## src/rtl/cla_seq_add.sv

```systemverilog
// rtl/cla_seq_add.sv - nibble-serial add/subtract through one shared 4-bit CLA slice
// Operands are latched at accept; one nibble per RUN cycle, LSB nibble first.

module cla4 (
  input  logic [3:0] a,
  input  logic [3:0] b,
  input  logic       c0,
  output logic [3:0] s,
  output logic       g_g,
  output logic       p_g
);
  logic [3:0] g;
  logic [3:0] p;
  logic [3:0] c;

  assign g = a & b;
  assign p = a ^ b;

  assign c[0] = c0;
  assign c[1] = g[0] | (p[0] & c0);
  assign c[2] = g[1] | (p[1] & g[0]) | (p[1] & p[0] & c0);
  assign c[3] = g[2] | (p[2] & g[1]) | (p[2] & p[1] & g[0]) | (p[2] & p[1] & p[0] & c0);

  assign s   = p ^ c;
  assign g_g = g[3] | (p[3] & g[2]) | (p[3] & p[2] & g[1]) | (p[3] & p[2] & p[1] & g[0]);
  assign p_g = &p;
endmodule

module cla_seq_add #(
  parameter int WIDTH = 16
) (
  input  logic             clk,
  input  logic             rst_n,
  input  logic             flush,
  input  logic             in_valid,
  output logic             in_ready,
  input  logic [WIDTH-1:0] a,
  input  logic [WIDTH-1:0] b,
  input  logic             cin,
  input  logic             sub,
  output logic             out_valid,
  input  logic             out_ready,
  output logic [WIDTH-1:0] sum,
  output logic             cout,
  output logic             ovf,
  output logic             busy
);
  localparam int NSLICE = WIDTH / 4;
  localparam int IW = (NSLICE > 1) ? $clog2(NSLICE) : 1;
  localparam logic [IW-1:0] LAST = IW'(NSLICE - 1);

  typedef enum logic [1:0] {
    IDLE = 2'd0,
    RUN  = 2'd1,
    DONE = 2'd2
  } state_t;

  state_t           state;
  logic [WIDTH-1:0] op_a;
  logic [WIDTH-1:0] op_b;
  logic [WIDTH-1:0] result;
  logic             carry;
  logic             ovf_q;
  logic [IW-1:0]    idx;

  logic [3:0]       sl_a;
  logic [3:0]       sl_b;
  logic [3:0]       sl_s;
  logic             sl_g;
  logic             sl_p;
  logic             sl_c;

  assign sl_a = op_a[{idx, 2'b00} +: 4];
  assign sl_b = op_b[{idx, 2'b00} +: 4];

  cla4 u_slice (
    .a   (sl_a),
    .b   (sl_b),
    .c0  (carry),
    .s   (sl_s),
    .g_g (sl_g),
    .p_g (sl_p)
  );

  assign sl_c = sl_g | (sl_p & carry);

  always_ff @(posedge clk or negedge rst_n) begin
    if (!rst_n) begin
      state  <= IDLE;
      idx    <= '0;
      op_a   <= '0;
      op_b   <= '0;
      result <= '0;
      carry  <= 1'b0;
      ovf_q  <= 1'b0;
    end else if (flush) begin
      state  <= IDLE;
      idx    <= '0;
      result <= '0;
      carry  <= 1'b0;
      ovf_q  <= 1'b0;
    end else begin
      case (state)
        IDLE: begin
          if (in_valid) begin
            // Subtract is A + ~B + 1, so the inversion happens once at accept.
            op_a   <= a;
            op_b   <= sub ? ~b : b;
            carry  <= sub | cin;
            idx    <= '0;
            result <= '0;
            ovf_q  <= 1'b0;
            state  <= RUN;
          end
        end
        RUN: begin
          result[{idx, 2'b00} +: 4] <= sl_s;
          carry <= sl_c;
          if (idx == LAST) begin
            ovf_q <= (op_a[WIDTH-1] == op_b[WIDTH-1]) && (sl_s[3] != op_a[WIDTH-1]);
            idx   <= '0;
            state <= DONE;
          end else begin
            idx <= idx + IW'(1);
          end
        end
        DONE: begin
          if (out_ready) begin
            state <= IDLE;
          end
        end
        default: state <= IDLE;
      endcase
    end
  end

  assign in_ready  = (state == IDLE);
  assign out_valid = (state == DONE);
  assign busy      = (state == RUN) || (state == DONE);
  assign sum       = result;
  assign cout      = carry;
  assign ovf       = ovf_q;
endmodule

```

## config.mk

```make
export PLATFORM = sky130hd
export DESIGN_NAME = cla_seq_add
export DESIGN_NICKNAME = d
export VERILOG_FILES = /design/src/rtl/cla_seq_add.sv
export SDC_FILE = /design/constraint.sdc
export NUM_CORES = 1
export LEC_CHECK = 0
export BUFFER_PORTS_ARGS = -buffer_cell sky130_fd_sc_hd__buf_4
export CORE_ASPECT_RATIO = 1.5
export CORE_MARGIN = 5
export CORE_UTILIZATION = 54
export CTS_CLUSTER_SIZE = 14
export DETAILED_ROUTE_END_ITERATION = 16
export GPL_ROUTABILITY_DRIVEN = 1
export PLACE_DENSITY_LB_ADDON = 0.12
export RECOVER_POWER = 50
export SYNTH_ARGS = -nofsm -noshare
export SYNTH_HDL_FRONTEND = slang
export SYNTH_SLANG_ARGS = --single-unit
```

## constraint.sdc

```tcl
create_clock -name clk -period 3.2 [get_ports clk]
set_input_delay 0.48 -clock clk [delete_from_list [all_inputs] [get_ports clk]]
set_output_delay 0.48 -clock clk [all_outputs]
set_load 0.005 [all_outputs]
```

# Word level (Yosys, flattened, before mapping)
# Cells that the tools add are included.
[word_totals]
inputBits = 39
output_inout_bits = 21
reg_bits = 54
elab_cells = 82
[op_classes]
add_sub_neg = 2
muxes = 21
reduce_logical = 9
n_eq_ne = 8
n_bitwise = 31
n_shift = 4
[ops]
columns = ["operator", "count"]
rows = [
  ["16-bit two-way mux", 3],
  ["16-bit case mux with 2 select lines", 1],
  ["16-bit by 5-bit variable part select with 4-bit output", 2],
  ["16-bit bitwise mux", 1],
  ["16-bit inverter", 1],
  ["4-bit by 6-bit variable shift with 16-bit output, first input constant", 1],
  ["4-bit by 6-bit variable part select with 16-bit output", 1],
  ["1-bit AND", 15],
  ["2-bit two-way mux", 7],
  ["1-bit bitwise OR", 11],
  ["3-bit AND reduction", 3],
  ["4-bit bitwise XOR", 2],
  ["3-bit != test, second input constant", 2],
  ["4-bit negator with 6-bit output", 1],
  ["2-bit case mux with 3 select lines", 1],
  ["1-bit two-way mux", 5],
  ["4-bit AND", 1],
  ["2-bit equality test, second input constant", 2],
  ["1-bit case mux with 2 select lines", 2],
  ["2-bit case mux with 2 select lines", 1],
  ["4-bit AND reduction", 1],
  ["3-bit by 2-bit != test with 1-bit output, second input constant", 1],
  ["3-bit nonzero test", 1],
  ["2-bit by 1-bit adder with 2-bit output, second input constant", 1],
  ["8 further kinds", 8],
]

# Longest topological paths before layout
[logic_depth]
word_depth = 12
ltp_mapped = 7
ltp_nobuf = 6

# By module
# Synthesis repeated with hierarchy kept, for this count alone.
[unflattened]
cells_unflattened = 256
area_unflattened_um2 = 3042.9
[by_module_without_submodules]
columns = ["module", "seq_area_each_um2", "cells_each", "instances", "area_per_inst_um2"]
rows = [
  ["cla_seq_add", 1351.3, 234, 1, 2860.2],
  ["cla4", 0.0, 22, 1, 182.7],
]

# Worst setup path after synthesis
# No wires, ideal clock.
[synth_timing]
kind = "flip-flop to flip-flop"
from = "register idx[0]"
to = "register ovf_q (netlist: ovf)"
stages_incl_launch_ff = 8
setup_slack_ns = 0.814
t_arrival_ns = 2.260
n_path_buf = 1
path_cell_list = "dfrtp_1 -> buf_4 -> mux4_2 -> ha_1 -> a211oi_1 -> o21ai_0 -> and2_1 -> a221o_1"
[synth_between]
elab_chain_len = 12
word_cells_on_any_way = 21
classes_between = "3 x eq/ne; 2 x shift; 3 x mux; 11 x bitwise; 2 x reduce/logical"
[synth_rtl]
columns = ["element", "line_no", "text"]
rows = [
  ["start, declared", "64", "logic [IW-1:0] idx;"],
  ["start signal, assigned", "124", "idx <= idx + IW'(1);"],
  ["16-bit by 5-bit variable part select with 4-bit output, on equally long branches", "73, 74", ""],
  ["4-bit bitwise XOR / 4-bit AND (equally long branches)", "17, 16", ""],
  ["1-bit AND", "22", "assign c[3] = g[2] | (p[2] & g[1]) | (p[2] & p[1] & g[0]) | (p[2] & p[1] & p[0] & c0);"],
  ["1-bit bitwise OR / 1-bit AND (equally long branches) (2 in series)", "22", ""],
  ["1-bit bitwise OR", "22", ""],
  ["4-bit bitwise XOR", "24", "assign s = p ^ c;"],
  ["1-bit != test", "120", "ovf_q <= (op_a[WIDTH-1] == op_b[WIDTH-1]) && (sl_s[3] != op_a[WIDTH-1]);"],
  ["1-bit logical AND", "120", ""],
  ["1-bit two-way mux", "119", "if (idx == LAST) begin"],
  ["1-bit case mux with 2 select lines", "103", "case (state)"],
  ["1-bit two-way mux", "96", "end else if (flush) begin"],
  ["end signal, assigned", "120", ""],
  ["end, declared", "63", "logic ovf_q;"],
]
# Several ways; a longest one is shown, not always the timed one. The select of a mux whose other input is x is not followed.
# A chain may end at the register's enable or synchronous reset.

# Worst setup path after layout
# Ends and elaborated chain as after synthesis.

==> results.yml <==
timing:
  finalMaxSlewViolations: 0
  relSlewSlack_pct: 12.90
  setup_ws_ns: 0.4851
  timing.hold.ws_ns: 0.3991
  fin_crit_sh_pct: 84.84
  worstMarginPinSlew_ns: 1.307
  rsz0062_at_grt: "false"
  period_minus_slack_ns: 2.715
  setup_tns_ns: 0
  setup_viol: 0
  maxClockFrequency_mhz: 368.3
  skew_ns: 0.005100
  hold_violations: 0
place:
  place_congestion: 0.8232
  pre_cts_ws_ns: 0.4638
  io_buffer_count: 59
  dp_hpwl_um: 4218
yosys:
  netlist_instances: 224
  yosysTopAreaCell: "dfrtp_1"
  netlist_area_mm2: 0.002771
  synth_edf_count: 0
  yosysSeqAreaShare_pct: 48.76
  synth_top_cell_area_share_pct: 48.76
  synth.avg_cell_area_um2: 12.37
  postSynth.asyncResetShare_pct: 100.0
  ys_warn_count: 0
  ys_seq_elements: 54
  ys_types: 40
  synth.area.top_cells: "dfrtp_1 49%, mux2_2 6.5%, mux4_2 6.5%"
  synthesis.nets: 277
  ys.flop_type: "dfrtp_1"
power_and_ir_drop:
  powerDensity_mw_per_mm2: 844.8
  pwr-share-seq_pct: 39.0
  ir_worst_vdd_v: 0.0004435
  p_comb_share_pct: 46.4
  p_leak_nw: 1.528
  clockPowerShare_pct: 14.7
  swShare_pct: 38.88
  p_int_mw: 1.731
  switchingPower_mw: 1.101
  power_mw: 2.833
setup_path:
  worstPathMaxFanout: 11
  critPathLaunchType: "flip-flop"
  r2r-start: "idx[0]"
  reg2reg_slack_ns: 0.49
  arrival_ns: 2.91
  cp-end-kind: "flip-flop"
  reg2reg_to: "ovf"
  crit_start: "idx[0]"
  path_class: "reg2reg"
  endpoint: "ovf"
  cp.required_ns: 3.40
  reg2regPathDepth: 6
floorplan:
  rows: 32
  start_util_pct: 54.50
  io-pin-count: 60
  die_area_mm2: 0.006695
  core-area_mm2: 0.005085
  dieWidth_um: 68.50
  die_h_um: 97.74
global_routing:
  grt_max_degree: 55
  gr-total-overflow: 0
  grt_usage_pct: 17.05
  grt_pass1_wl_um: 8811
  first_global_vias: 1895
  antenna_found_initial: 0
min_path:
  min_path_cells: 2
  hp-class: "in2reg"
finish:
  nets: 334
  synthToLayoutAreaGrowth_pct: 20.99
  drive_gt1_share_pct: 35.46
  final_util_pct: 65.94
  num_antenna_cells: 0
  layout_common_cells: "54 x dfrtp_1, 49 x buf_4, 24 x nand2_1"
  final_common_cell: "dfrtp_1"
clock_tree:
  postCtsHoldBufs: 0
  clk_latency_ns: 0.30
  numCtsBuffers: 5
  postCtsSetupBuffers: 0
  clock-sinks: 54
  htree_levels: 2
  cts_tree: "done"
  cts-root-buf: "clkbuf_8"
  cts.clk_slew.worst_paths_ns: 0.09
  postCtsResizedCells: 0
  cts.path.max_buffers: 2
routing:
  drt_iter0_drc: 66
  wl_per_cell_um: 15.54
  ant_nets: 0
  via_count: 1894
  drc: 0
  vias_per_cell: 5.411
  drtPass1Iterations: 4
  wirelength_um: 5439
run:
  max_cap_violations: 0
status:
  status: "complete, no violations"
## logic make-up after synthesis
| logic type | Yosys count | synth area share, % |
|---|---|---|
| flops | 54 | 48.76 |
| compound gates | 49 | 12.37 |
| simple gates | 47 | 9.933 |
| mux | 27 | 14.09 |
| xor+xnor | 18 | 5.688 |
| buf+inv | 15 | 2.573 |
| fa+ha+maj | 14 | 6.592 |
## synth_stat cells, drive strengths merged, types with 2 or more instances
cell type   n
clkbuf      2
nand3       5
o21ai      22
nor2        3
ha         13
a21oi       3
mux4        8
mux2       16
mux2i       3
a211oi      2
a22o       12
inv         5
xnor2      17
a21o        2
buf         8
nand2      24
dfrtp      54
a32o        3
nand2b      4
nor3        3
nor4        2
## through the flow
stage          cells  cell area, um2
2_1_floorplan    224            2771
3_3_place_gp     342            3254
3_5_place_dp     342            3254
4_1_cts          350            3359
5_1_grt          350            3353
6_report         350            3353
## critical path, stage by stage (launching register included)
cell and delay, ns:
dfrtp_1 0.73, mux4_2 0.63, ha_1 0.35, a211oi_1 0.22
o21ai_0 0.13, and2_1 0.23, a221o_1 0.30
## how the worst min path moves through the flow
stage / from / end
floorplan: rst_n / cout
global placement: op_b[1] / op_b[1]
detailed placement: op_b[7] / op_b[7]
CTS: rst_n / op_b[15]
global route: a[14] / op_a[14]
finish: a[7] / op_a[7]
## registers in the layout, summed over array words and instances (netlist names)
| register | cells |
|---|---|
| ovf | 1 |
| idx | 2 |
| sum | 16 |
| state | 2 |
| op_b | 16 |
| op_a | 16 |
| cout | 1 |
## power by group through the flow
| stage | Combinational (mW) | Clock (mW) | Sequential (mW) |
|---|---|---|---|
| CTS | 1.33 | 0.425 | 1.11 |
| floorplan | 0.999 | 0 | 1.03 |
| detailed placement | 1.32 | 0 | 1.12 |
| global placement | 1.29 | 0 | 1.12 |
| finish | 1.31 | 0.415 | 1.10 |
| global route | 1.45 | 0.445 | 1.13 |
## area by class of cell
class	count	area, um2
repair buffers	60	444.2
inverters	5	18.77
well taps	68	85.08
clock inverters	1	8.758
flip-flops and latches	54	1351
multi-input cells	155	1349
clock buffers	7	96.34
fillers	424	1732
## layer usage
| layer | track usage, % | up-vias | share of wire (%) |
|---|---|---|---|
| met5 | 0 | - | 0 |
| met4 | 4.288 | 0 | 1.4 |
| met3 | 3.222 | 8 | 4.3 |
| met2 | 31.13 | 41 | 56 |
| met1 | 19.53 | 923 | 38 |
| li1 | - | 922 | - |
No activity file was read; power rests on OpenSTA's default activity.
